### src/rtl/counter_up_down_param.sv
// Up/down counter with inclusive runtime bounds, wrap or saturate at the bounds,
// a registered terminal-count pulse and sticky overflow/underflow flags.
module counter_up_down_param #(
    parameter int WIDTH = 8
) (
    input  logic             clk,
    input  logic             clr_n,
    input  logic             sclr,
    input  logic             ld,
    input  logic [WIDTH-1:0] din,
    input  logic             en,
    input  logic             mode,
    input  logic             sat,
    input  logic [WIDTH-1:0] step,
    input  logic [WIDTH-1:0] lim_lo,
    input  logic [WIDTH-1:0] lim_hi,
    input  logic             flag_clr,
    output logic [WIDTH-1:0] count,
    output logic             tc,
    output logic             ovf,
    output logic             udf,
    output logic             cfg_err
);

    logic [WIDTH:0]   sum;
    logic [WIDTH:0]   dif;
    logic             in_rng;
    logic             step_ok;
    logic             up_ev;
    logic             dn_ev;
    logic [WIDTH-1:0] cnt_nxt;

    assign cfg_err = lim_lo > lim_hi;

    always_comb begin
        sum     = {1'b0, count} + {1'b0, step};
        dif     = {1'b0, count} - {1'b0, step};
        in_rng  = (count >= lim_lo) && (count <= lim_hi);
        step_ok = en && !sclr && !ld && !cfg_err && (step != '0);
        // A count stranded outside the bounds by a limit change always takes
        // the boundary action for the requested direction.
        up_ev   = step_ok && !mode && (!in_rng || (sum > {1'b0, lim_hi}));
        dn_ev   = step_ok && mode &&
                  (!in_rng || dif[WIDTH] || (dif[WIDTH-1:0] < lim_lo));

        cnt_nxt = count;
        if (sclr)
            cnt_nxt = lim_lo;
        else if (cfg_err)
            cnt_nxt = count;
        else if (ld)
            cnt_nxt = (din < lim_lo) ? lim_lo : ((din > lim_hi) ? lim_hi : din);
        else if (up_ev)
            cnt_nxt = sat ? lim_hi : lim_lo;
        else if (dn_ev)
            cnt_nxt = sat ? lim_lo : lim_hi;
        else if (step_ok)
            cnt_nxt = mode ? dif[WIDTH-1:0] : sum[WIDTH-1:0];
    end

    always_ff @(posedge clk or negedge clr_n) begin
        if (!clr_n) begin
            count <= '0;
            tc    <= 1'b0;
            ovf   <= 1'b0;
            udf   <= 1'b0;
        end else begin
            count <= cnt_nxt;
            tc    <= up_ev || dn_ev;
            // A new event beats a coincident flag clear.
            ovf   <= up_ev || (ovf && !flag_clr);
            udf   <= dn_ev || (udf && !flag_clr);
        end
    end

endmodule

### config.mk
export PLATFORM = sky130hd
export DESIGN_NAME = counter_up_down_param
export DESIGN_NICKNAME = d
export VERILOG_FILES = /design/src/rtl/counter_up_down_param.sv
export SDC_FILE = /design/constraint.sdc
export NUM_CORES = 1
export LEC_CHECK = 0
export CORE_ASPECT_RATIO = 0.5
export CORE_MARGIN = 2
export CORE_UTILIZATION = 30
export CTS_CLUSTER_DIAMETER = 150
export CTS_CLUSTER_SIZE = 28
export DETAILED_ROUTE_END_ITERATION = 8
export GPL_ROUTABILITY_DRIVEN = 0
export PLACE_DENSITY_LB_ADDON = 0.3
export SLEW_MARGIN = 30
export SYNTH_ARGS = -nofsm -noshare
export SYNTH_HDL_FRONTEND = slang
export SYNTH_SLANG_ARGS = --single-unit
### constraint.sdc
create_clock -name clk -period 5.52 [get_ports clk]
set_clock_uncertainty 0.1 [all_clocks]
set_input_delay 0.828 -clock clk [delete_from_list [all_inputs] [get_ports clk]]
set_output_delay 0.828 -clock clk [all_outputs]
set_load 0.01 [all_outputs]
==> Word level (Yosys, flattened, before mapping) <==
Cells that the tools add are included.
{ "classes": {"add_sub_neg": 2, "order_cmp": 7, "n_eq_ne": 1, "muxes": 11, "n_reduce_logical": 26} }
{ "ops": {"columns": ["cell", "n"], "rows": [
  ["two-way mux 8 bit", 11],
  ["> comparator 8 bit", 2],
  ["less-than comparator 8 bit", 2],
  ["logical AND 1 bit", 11],
  ["adder 8 x 8 -> 9 bit", 1],
  ["> comparator 9 x 8 -> 1 bit", 1],
  ["subtractor 8 x 8 -> 9 bit", 1],
  [">= comparator 8 bit", 1],
  ["less-or-equal comparator 8 bit", 1],
  ["nonzero test 8 bit", 1],
  ["logical NOT 1 bit", 6],
  ["logical OR 1 bit", 6],
  ["nonzero test 5 bit", 1],
  ["!= test 2 bit (second input constant)", 1],
  ["AND reduction 2 bit", 1]
]} }
{ "word_totals": {"reg_bits": 11, "in_bits": 40} }

==> Depth between registers and ports, before layout <==
Gate-level depths: netlist of the first run.
{ "depth": {"word_depth": 12, "ltp_mapped": 19, "ltp_nobuf": 17} }

==> Worst setup path before layout of the first run <==
Ideal clock, no wire load.
{ "synth_path": {"kind": "input to register", "start": "input port step[0]", "end": "register count[1]", "arrival_ps": 3892, "t_required_ps": 5296, "path_slack_ps": 1404, "stages": 16, "n_path_buf": 0, "path_cell_list": "ha_1 inv_1 fa_1 a211oi_2 o21a_1 nor2_1 xor2_1 ha_1 a21o_1 a221oi_1 a21oi_1 a311o_1 mux2_4 o211ai_1 a22o_1 nand2_1"} }
{ "synth_via": {"elab_chain_cells": 9} }
{ "synth_lines": {"columns": ["item", "line", "source"], "rows": [
  ["start, declared", "14", "input logic [WIDTH-1:0] step,"],
  ["subtractor 8 x 8 -> 9 bit / nonzero test 8 bit (equally long branches)", "37, 39", null],
  ["less-than comparator 8 bit, or another cell as far along", "44", "(!in_rng || dif[WIDTH] || (dif[WIDTH-1:0] < lim_lo));"],
  ["logical OR 1 bit / logical AND 1 bit (equally long branches)", "44, 43", null],
  ["logical AND 1 bit", "43", "dn_ev = step_ok && mode &&"],
  ["two-way mux 8 bit", "55", "else if (dn_ev)"],
  ["two-way mux 8 bit", "53", "else if (up_ev)"],
  ["two-way mux 8 bit", "51", "else if (ld)"],
  ["two-way mux 8 bit", "49", "else if (cfg_err)"],
  ["two-way mux 8 bit", "47", "if (sclr)"],
  ["end signal, assigned", "68", "count <= cnt_nxt;"],
  ["end, declared", "18", "output logic [WIDTH-1:0] count,"]
]} }
Parallel ways exist; a longest one is shown, timed or not. The select of a mux whose other input is x is not followed.
A chain may end at the register's enable or synchronous reset.

==> Final worst setup path of the first run <==
{ "layout_path": {"start": "input port step[1]", "end": "register count[6]"} }
The elaborated chain is that of the path after synthesis.

==> results of run 1 <==
[worst max-delay path, stage by stage]
cell             delay, ps
clkdlybuf4s50_1        570
inv_1                  110
ha_1                   310
nand2b_1               170
a221oi_1               330
o21ai_0                180
a21oi_1                280
xnor2_1                110
ha_1                   200
nor4_1                 260
o221ai_1               170
o21ai_0                240
a311o_1                460
nand2_1                190
o311ai_0               390
nor3_1                 120
nor2_1                 120
[final cells by class]
class / count / area share, %
clock buffer: 4 / 2.15
inverter: 38 / 3.89
multi-input combinational: 327 / 67.9
sequential: 11 / 7.51
tap: 135 / 4.61
timing repair buffer: 51 / 13.9
[state kept, by name (all words and copies together) (netlist names)]
name   count
udf        1
tc         1
ovf        1
count      8
[placed cells by master, fill, tap and decap left out, drive strengths merged, types with 3 or more instances in the layout]
master / netlist / final
a211oi: 3 / 3
a21oi: 35 / 35
a221oi: 3 / 3
a222oi: 3 / 3
and3: 3 / 3
clkbuf: 5 / 4
clkdlybuf4s50: 0 / 51
dfrtp: 11 / 11
ha: 70 / 70
inv: 38 / 38
mux2: 3 / 3
mux2i: 11 / 11
nand2: 28 / 28
nand2b: 3 / 3
nand3: 3 / 3
nand4: 5 / 5
nor2: 34 / 34
nor2b: 6 / 6
nor3: 10 / 10
nor4: 3 / 3
o211ai: 13 / 13
o21a: 6 / 6
o21ai: 31 / 31
o221ai: 3 / 3
o22ai: 6 / 6
xnor2: 8 / 8
xor2: 5 / 5
[stage by stage]
| stage | area [sq um] | utilization (%) | hold WS, ps |
|---|---|---|---|
| 6_report | 3660 | 38.4 | 436 |
| 5_1_grt | 3660 | 38.4 | 481 |
| 4_1_cts | 3660 | 38.4 | 444 |
| 3_5_place_dp | 3590 | 37.6 | 437 |
| 3_3_place_gp | 3590 | 37.6 | 442 |
| 2_1_floorplan | 2970 | - | 432 |
[cell families (layout without fill, tap and decap cells)]
kind of cell / after synthesis / count (layout) / share of synthesized area (%)
flops: 11 / 11 / 9.27
xor+xnor: 13 / 13 / 3.84
buf+inv: 47 / 93 / 6.87
mux: 14 / 14 / 4.97
fa+ha+maj: 72 / 72 / 30.9
compound gates: 126 / 126 / 28.0
simple gates: 102 / 102 / 16.2
[report_power, final]
part | total, mW | switching, mW | internal [mW]
registers | 0.121 | 0.0286 | 0.0921
logic | 0.552 | 0.303 | 0.248
clock network | 0.132 | 0.0351 | 0.0969
total | 0.804 | 0.367 | 0.437
[layer usage]
layer	GRT usage (%)	routed length, um	vias up
li1	-	-	1529
met5	0	0	-
met1	27.1	4960	1399
met3	0.708	489	5
met2	28.8	4070	86
met4	3.24	66	0
[worst max-delay path by stage]
stage / end / slack (ps) / startpoint
floorplan: count[1] / 1400 / step[0]
global placement: count[6] / 520 / step[1]
detailed placement: count[6] / 420 / step[1]
CTS: count[6] / 610 / step[1]
global route: count[6] / 250 / step[1]
finish: count[6] / 570 / step[1]
==> metrics, run 1 <==
status=complete, no violations; initial core utilization=just over 30%; clk slew on worst S/H paths=approximately 40 ps; Yosys top cell area share=between 20 and 30%; Unique masters post-synth=54; # IOs=52; layout cell share with drive strength beyond 1=about 2.6%; placed wire-length estimate=about 8.1 mm; worst-case headroom to the max-slew limit=slightly below 40%; starting DRC count in detailed routing=roughly 220; fin crit share=approximately nine tenths; Non-Filler Instances=566; Seq cells post-synth=11; Synth Instances=385; Power Total=around 800 uW; NumNets Final=approximately 540; RSZ-0062 raised after global routing=no; final worst-path setup slack=approximately 570 ps; r2r endpoint=count[6]; Max-Cap Viols=0; synthesized cell area=2970 sq um; placed cell count=about 560; worst-case clock buffer depth=2; Synth top cells by count=ha_1 (70), inv_1 (38), a21oi_1 (35); Post-CTS Resized=0; Port Buf Inserts=51; Fin. Hold Viols=0; launch point of the worst reg-to-reg path=count[1]; Vias/cell=5.33; CP max FO=12; vias in the first global route=between 2000 and 3000; fill cell count=around 980; Synth area leader=ha_1; Yosys Warn Count=0; CTS buffer count=3; leak pwr=approximately 1.6 nW; number of flops mapped to enable cells by yosys=0; hold crit path type=register to register; first-pass GRT wire length=approximately 15 mm; Antenna diodes=0; Fmax achieved=202 MHz; H-tree level count=1; drt first pass iters=5; setup repair bufs after CTS=0; fraction of registers with async set/reset=100%; CP required=about 5600 ps; Die Area=10800 sq um; capturing element type of the critical path=register; Slew Viols, Final=0; Synth Flop Type=dfrtp_1; CORE AREA=around 9500 sq um; critical path class=primary input to register; R2R depth=15; DP Worst Slack=415 ps; Area contributors post-synth=ha_1 (30%), dfrtp_1 (9.3%), a21oi_1 (5.9%), o21ai_0 (5.2%), inv_1 (4.8%); via count=approximately 3000; Hold-fix buffers, CTS=0; die height=~74 um; DRC errors left=0; CTS Sinks=11; reg2reg setup slack=between 1000 and 1500 ps; CTS tree=built; Final setup viols=0; clock latency on the worst-skew pair=around 240 ps; register area=275 sq um; minimum clock period=just under 5000 ps; Avg Cell Area, Syn=between 7 and 8 sq um; ANT nets after route=0; GRT Residual Overflow=0; pwr/cell area=219 nW/um^2; Hold Path Depth=2; largest net degree at the start of global routing=17; post-route setup TNS=0 ps; Die Wd=145 um; Worst setup SP type=primary input; Mapped Nets=around 500; Multi-input gate area=between 2000 and 2500 sq um; Min-Delay Endpoint=udf; initial antenna violation count=0; data arrival time of the critical path=around 5000 ps; startpoint of the worst hold path=udf; final wirelength=9.59 mm; Peak supply drop=0.0605 mV; most common cell in the netlist=ha_1; sequential area share after synthesis=9.27%; area growth from synthesis to layout=23.5%; wire per inst=between 15 and 20 um; total track usage=17.9%; # rows=25; clock root buffer master=clkbuf_16; actual slew at the worst max-slew pin=between 900 and 1000 ps
Note: power is estimated with default switching activity, not from simulation.
==> run 2, diff against run 1 <==
--- a/config.mk
+++ b/config.mk
@@ -8,10 +8,12 @@
 export CORE_ASPECT_RATIO = 0.5
 export CORE_MARGIN = 2
 export CORE_UTILIZATION = 30
+export CTS_BUF_LIST = sky130_fd_sc_hd__clkbuf_4
 export CTS_CLUSTER_DIAMETER = 150
 export CTS_CLUSTER_SIZE = 28
 export DETAILED_ROUTE_END_ITERATION = 8
 export GPL_ROUTABILITY_DRIVEN = 0
+export MAX_ROUTING_LAYER = met4
 export PLACE_DENSITY_LB_ADDON = 0.3
 export SLEW_MARGIN = 30
 export SYNTH_ARGS = -nofsm -noshare
==> metrics, run 2 (synthesis results as in run 1) <==
fill cell count=992 (was 982); Slew Viols, Final=0 (unchanged); CP required=5630 ps (was 5590 ps); most common cell after layout, fill and taps aside=ha_1 (unchanged); DRC errors left=0 (unchanged); # IOs=52 (unchanged); ANT nets after route=0 (unchanged); capturing element type of the critical path=register (unchanged); drt first pass iters=5 (unchanged); most frequent cells in the layout=ha_1 (70), clkdlybuf4s50_1 (51), inv_1 (38) (unchanged); worst-case clock buffer depth=2 (unchanged); CORE AREA=9540 sq um (unchanged); # rows=25 (unchanged); placed wire-length estimate=8.10 mm (unchanged); area growth from synthesis to layout=21.8% (was 23.5%); final wirelength=9.49 mm (was 9.59 mm); Final setup viols=0 (unchanged); Post-Layout Inst Area=3620 sq um (was 3660 sq um); Antenna diodes=0 (unchanged); Port Buf Inserts=51 (unchanged); via count=3036 (was 3019); clock latency on the worst-skew pair=280 ps (was 240 ps); Fmax achieved=205 MHz (was 202 MHz); DP Worst Slack=415 ps (unchanged); first-pass GRT wire length=14.6 mm (was 14.7 mm); Fin. Hold Viols=0 (unchanged); Post-CTS Resized=0 (unchanged); CP max FO=12 (unchanged); Worst setup SP type=primary input (unchanged); final worst-path setup slack=652 ps (was 567 ps); CTS Sinks=11 (unchanged); worst-case headroom to the max-slew limit=41.5% (was 39.1%); data arrival time of the critical path=4980 ps (was 5020 ps); H-tree level count=1 (unchanged); fin crit share=88.2% (was 89.7%); Die Area=10800 sq um (unchanged); minimum clock period=4870 ps (was 4950 ps); Die Wd=145 um (unchanged); Max-Cap Viols=0 (unchanged); pwr/cell area=203 nW/um^2 (was 219 nW/um^2); status=complete, no violations (unchanged); hold slack=440 ps (was 436 ps); post-route setup TNS=0 ps (unchanged); Peak supply drop=0.0532 mV (was 0.0605 mV); initial antenna violation count=0 (unchanged); starting DRC count in detailed routing=215 (was 224); NumNets Final=544 (unchanged); total track usage=18.4% (was 17.9%); CTS buffer count=3 (unchanged); layout cell share with drive strength beyond 1=2.78% (was 2.55%); initial core utilization=31.1% (unchanged); clk slew on worst S/H paths=70 ps (was 40 ps); hold crit path type=register to register (unchanged); setup repair bufs after CTS=0 (unchanged); die height=74.3 um (unchanged); Vias/cell=5.36 (was 5.33); max FFs per register=8 (unchanged); Placed Instance Area=3590 sq um (unchanged); critical path class=primary input to register (unchanged); Top reg by flops=count (unchanged); CTS tree=built (unchanged); wire per inst=16.8 um (was 16.9 um); leak pwr=1.60 nW (was 1.62 nW); GRT Residual Overflow=0 (unchanged); actual slew at the worst max-slew pin=875 ps (was 911 ps); Hold-fix buffers, CTS=0 (unchanged); clock root buffer master=clkbuf_4 (was clkbuf_16); largest net degree at the start of global routing=17 (unchanged); RSZ-0062 raised after global routing=no (unchanged); vias in the first global route=2729 (was 2741)
[run 2: cell count changes in the layout (fill, tap and decap cells not counted)]
| cell | previous run | this run |
|---|---|---|
| clkbuf_16 | 3 | 0 |
| clkbuf_1 | 1 | 0 |
| clkbuf_4 | 0 | 4 |
[run 2: cell type report]
cell class	count	area [sq um]	area share [%]
clock buffers	4	30.0	0.830
inverters	38	143	3.94
multi-input cells	327	2490	68.8
flip-flops and latches	11	275	7.61
well taps	135	169	4.67
repair buffers	51	510	14.1
[run 2: per-stage QoR]
step / utilization [%] / std cells / total power, mW
3_3_place_gp: 37.6 / 562 / 0.663
5_1_grt: 37.9 / 566 / 0.808
2_1_floorplan: - / 385 / 0.492
4_1_cts: 37.9 / 566 / 0.730
6_report: 37.9 / 566 / 0.735
3_5_place_dp: 37.6 / 562 / 0.667
[run 2: power by group]
part | internal (mW) | switching [mW]
Sequential | 0.0916 | 0.0291
Clock | 0.0330 | 0.0285
Combinational | 0.248 | 0.304
[run 2: path summary, 6_finish.rpt]
check	start	endpoint	slack (ps)	cells past startpoint
max	step[1]	count[6]	650	17
min	udf	udf	440	2
max reg2reg	count[1]	count[6]	1250	15
min reg2reg	udf	udf	440	2
max in group asynchronous	clr_n	udf	4180	1
min in group asynchronous	clr_n	count[3]	790	1
[run 2: critical path: stages]
cell and delay (ps):
clkdlybuf4s50_1 570, inv_1 110, ha_1 310, nand2b_1 170
a221oi_1 330, o21ai_0 180, a21oi_1 280, xnor2_1 110
ha_1 200, nor4_1 260, o221ai_1 170, o21ai_0 230
a311o_1 460, nand2_1 190, o311ai_0 390, nor3_1 100
nor2_1 100
[run 2: metal layers]
metal	track usage, %	wire (um)	vias to the layer above
met1	27.0	4900	1415
met2	28.5	4020	87
li1	-	-	1529
met3	0.580	511	5
met5	-	0	-
met4	3.24	64	0
==> run 3, diff against run 2 <==
==> constraint.sdc (replaced) <==
create_clock -name clk -period 4.4 [get_ports clk]
set_clock_uncertainty 0.1 [all_clocks]
set_input_delay 0.66 -clock clk [delete_from_list [all_inputs] [get_ports clk]]
set_output_delay 0.66 -clock clk [all_outputs]
set_load 0.01 [all_outputs]
==> metrics, run 3 (synthesis results as in run 1) <==
status=complete, no violations (unchanged); Slew Viols, Final=0 (unchanged); largest net degree at the start of global routing=17 (unchanged); layout cell share with drive strength beyond 1=14.5% (was 2.78%); total track usage=20.2% (was 18.4%); crit-path cells=clkdlybuf4s50_1 -> inv_1 -> ha_1 -> nor2b_1 -> o31a_1 -> o21ai_2 -> a21oi_2 -> xor2_1 -> ha_1 -> and3_4 -> buf_4 -> o2111ai_1 -> a21oi_1 -> a311o_1 -> mux2_4 -> o211ai_1 -> a22o_1 -> nand2_1 (was clkdlybuf4s50_1 -> inv_1 -> ha_1 -> nand2b_1 -> a221oi_1 -> o21ai_0 -> a21oi_1 -> xnor2_1 -> ha_1 -> nor4_1 -> o221ai_1 -> o21ai_0 -> a311o_1 -> nand2_1 -> o311ai_0 -> nor3_1 -> nor2_1); CTS buffer count=3 (unchanged); area growth from synthesis to layout=35.8% (was 21.8%); CTS tree=built (unchanged); drt first pass iters=7 (was 5); placed wire-length estimate=8.76 mm (was 8.10 mm); CP max FO=6 (was 12); minimum clock period=about 4200 ps; worst-case clock buffer depth=2 (unchanged); Buf/Inv on CP=3 (was 2); Comb power frac=79.8% (was 75.2%); ANT nets after route=0 (unchanged); NumNets Final=588 (was 544); Top reg by flops=count (unchanged); data arrival time of the critical path=4300 ps (was 4980 ps); pwr/cell area=266 nW/um^2 (was 203 nW/um^2); first-pass GRT wire length=16.0 mm (was 14.6 mm); worst-case headroom to the max-slew limit=59.5% (was 41.5%); initial antenna violation count=0 (unchanged); Final setup viols=0 (unchanged); # IOs=52 (unchanged); Fin. Hold Viols=0 (unchanged); crit path from=step[1] (unchanged); GRT Residual Overflow=0 (unchanged); DRC errors left=0 (unchanged); max FFs per register=8 (unchanged); launch point of the worst reg-to-reg path=count[0] (was count[1]); r2r endpoint=count[1] (was count[6]); H-tree level count=1 (unchanged); largest stage delay on the critical path=470 ps (was 570 ps); starting DRC count in detailed routing=273 (was 215); hold crit path type=register to register (unchanged); Die Wd=145 um (unchanged); capturing element type of the critical path=register (unchanged); final wirelength=10.4 mm (was 9.49 mm); via count=3231 (was 3036); Min-Delay Endpoint=udf (unchanged); clock latency on the worst-skew pair=270 ps (was 280 ps); reg2reg setup slack=440 ps (was 1250 ps); Hold-fix buffers, CTS=0 (unchanged); actual slew at the worst max-slew pin=600 ps (was 875 ps); fill cell count=1010 (was 992); CTS Sinks=11 (unchanged); Die Area=10800 sq um (unchanged); Antenna diodes=0 (unchanged); leak pwr=1.84 nW (was 1.60 nW); DP Worst Slack=-292 ps (was 415 ps); CP required=4460 ps (was 5630 ps); hold slack=431 ps (was 440 ps); wire per inst=17.0 um (was 16.8 um); Vias/cell=5.30 (was 5.36); initial core utilization=31.1% (unchanged); Flop pwr share=13.1% (was 16.4%); die height=74.3 um (unchanged); startpoint of the worst hold path=udf (unchanged); most frequent cells in the layout=ha_1 (67), clkdlybuf4s50_1 (50), buf_4 (44) (was ha_1 (70), clkdlybuf4s50_1 (51), inv_1 (38)); Peak supply drop=0.0680 mV (was 0.0532 mV); critical path class=primary input to register (unchanged); final worst-path setup slack=165 ps (was 652 ps); Port Buf Inserts=51 (unchanged); most common cell after layout, fill and taps aside=ha_1 (unchanged); Fmax achieved=between 200 and 250 MHz; Most common cell on crit path=ha_1; CP max-delay cell=clkdlybuf4s50_1 (unchanged); fin crit share=a little over nine tenths; Worst setup SP type=primary input (unchanged); internal power=572 uW (was 373 uW); sw frac=46.7% (was 49.2%); R2R depth=17 (was 15); vias in the first global route=3050 (was 2729); clk slew on worst S/H paths=70 ps (about the same); Hold Path Depth=2 (unchanged); Max-Cap Viols=0 (unchanged); CORE AREA=9540 sq um (unchanged); clock root buffer master=clkbuf_4 (unchanged); # rows=25 (unchanged); NetSw=501 uW (was 362 uW); Clk pwr share=7.1% (was 8.4%); delay-heaviest family, CP=compound AO/OA/AOI/OAI gates (unchanged)
## run 3: cell types whose count changed in the layout (fill, tap and decap cells not counted), moves of 2 or more
cell | before | now
o21ai_0 | 31 | 27
a221oi_1 | 2 | 0
o21ai_1 | 0 | 3
fa_2 | 0 | 2
ha_2 | 0 | 2
buf_4 | 0 | 44
ha_1 | 70 | 67
fa_1 | 2 | 0
## run 3: power groups by stage
stage	Sequential, mW	Clock (mW)	Combinational (mW)
detailed placement	0.141	0	0.782
CTS	0.139	0.0766	0.785
global route	0.142	0.0808	0.949
finish	0.141	0.0758	0.856
global placement	0.141	0	0.775
floorplan	0.143	0	0.474
## run 3: through the flow
step                cells  setup TNS (ps)  utilization, %  power, mW  cell area (sq um)
floorplan             385               0               -      0.618               2970
global placement      602            -920            40.7      0.917               3890
detailed placement    602           -1240            40.7      0.923               3890
CTS                   606               0            41.0       1.00               3920
global route          610           -38.5            42.2       1.17               4030
finish                610               0            42.2       1.07               4030
## run 3: layout make-up
type / instances / area (sq um) / share of cell area (%)
multi-input cells: 327 / 2570 / 63.8
clock buffers: 4 / 30.0 / 0.745
repair buffers: 95 / 843 / 20.9
flip-flops and latches: 11 / 275 / 6.83
inverters: 38 / 143 / 3.54
well taps: 135 / 169 / 4.19
## run 3: worst max-delay path by stage
stage | to | cells past startpoint
after detailed placement | count[1] | 17
after floorplan | count[1] | 16
after CTS | count[1] | 17
after global placement | count[1] | 17
final | count[1] | 18
after global routing | count[7] | 18
## run 3: routing by layer
metal | global-route usage, % | part of all wire [%]
met1 | 29.3 | 50
met2 | 31.6 | 43
met3 | 0.644 | 5.9
met4 | 3.88 | 1.0
met5 | - | 0
## run 3: timing repair
| action | 4_1_cts | 5_1_grt |
|---|---|---|
| setup buffers | 0 | 4 |
| setup endpoints to repair | 1 | 8 |
| gates resized for setup | 1 | 21 |
| pin swaps | 0 | 10 |
## run 3: worst reg2reg max path, cell delays in order, from the launching register on
cell and delay (ps):
dfrtp_1 380, inv_1 180, ha_2 220, inv_1 50, fa_2 360, a211oi_2 230
o21a_1 160, nor2_1 70, xor2_1 140, ha_1 300, a21o_1 200, a221oi_2 270
a21oi_1 110, a311o_1 380, mux2_4 320, o211ai_1 160, a22o_1 140, nand2_1 50
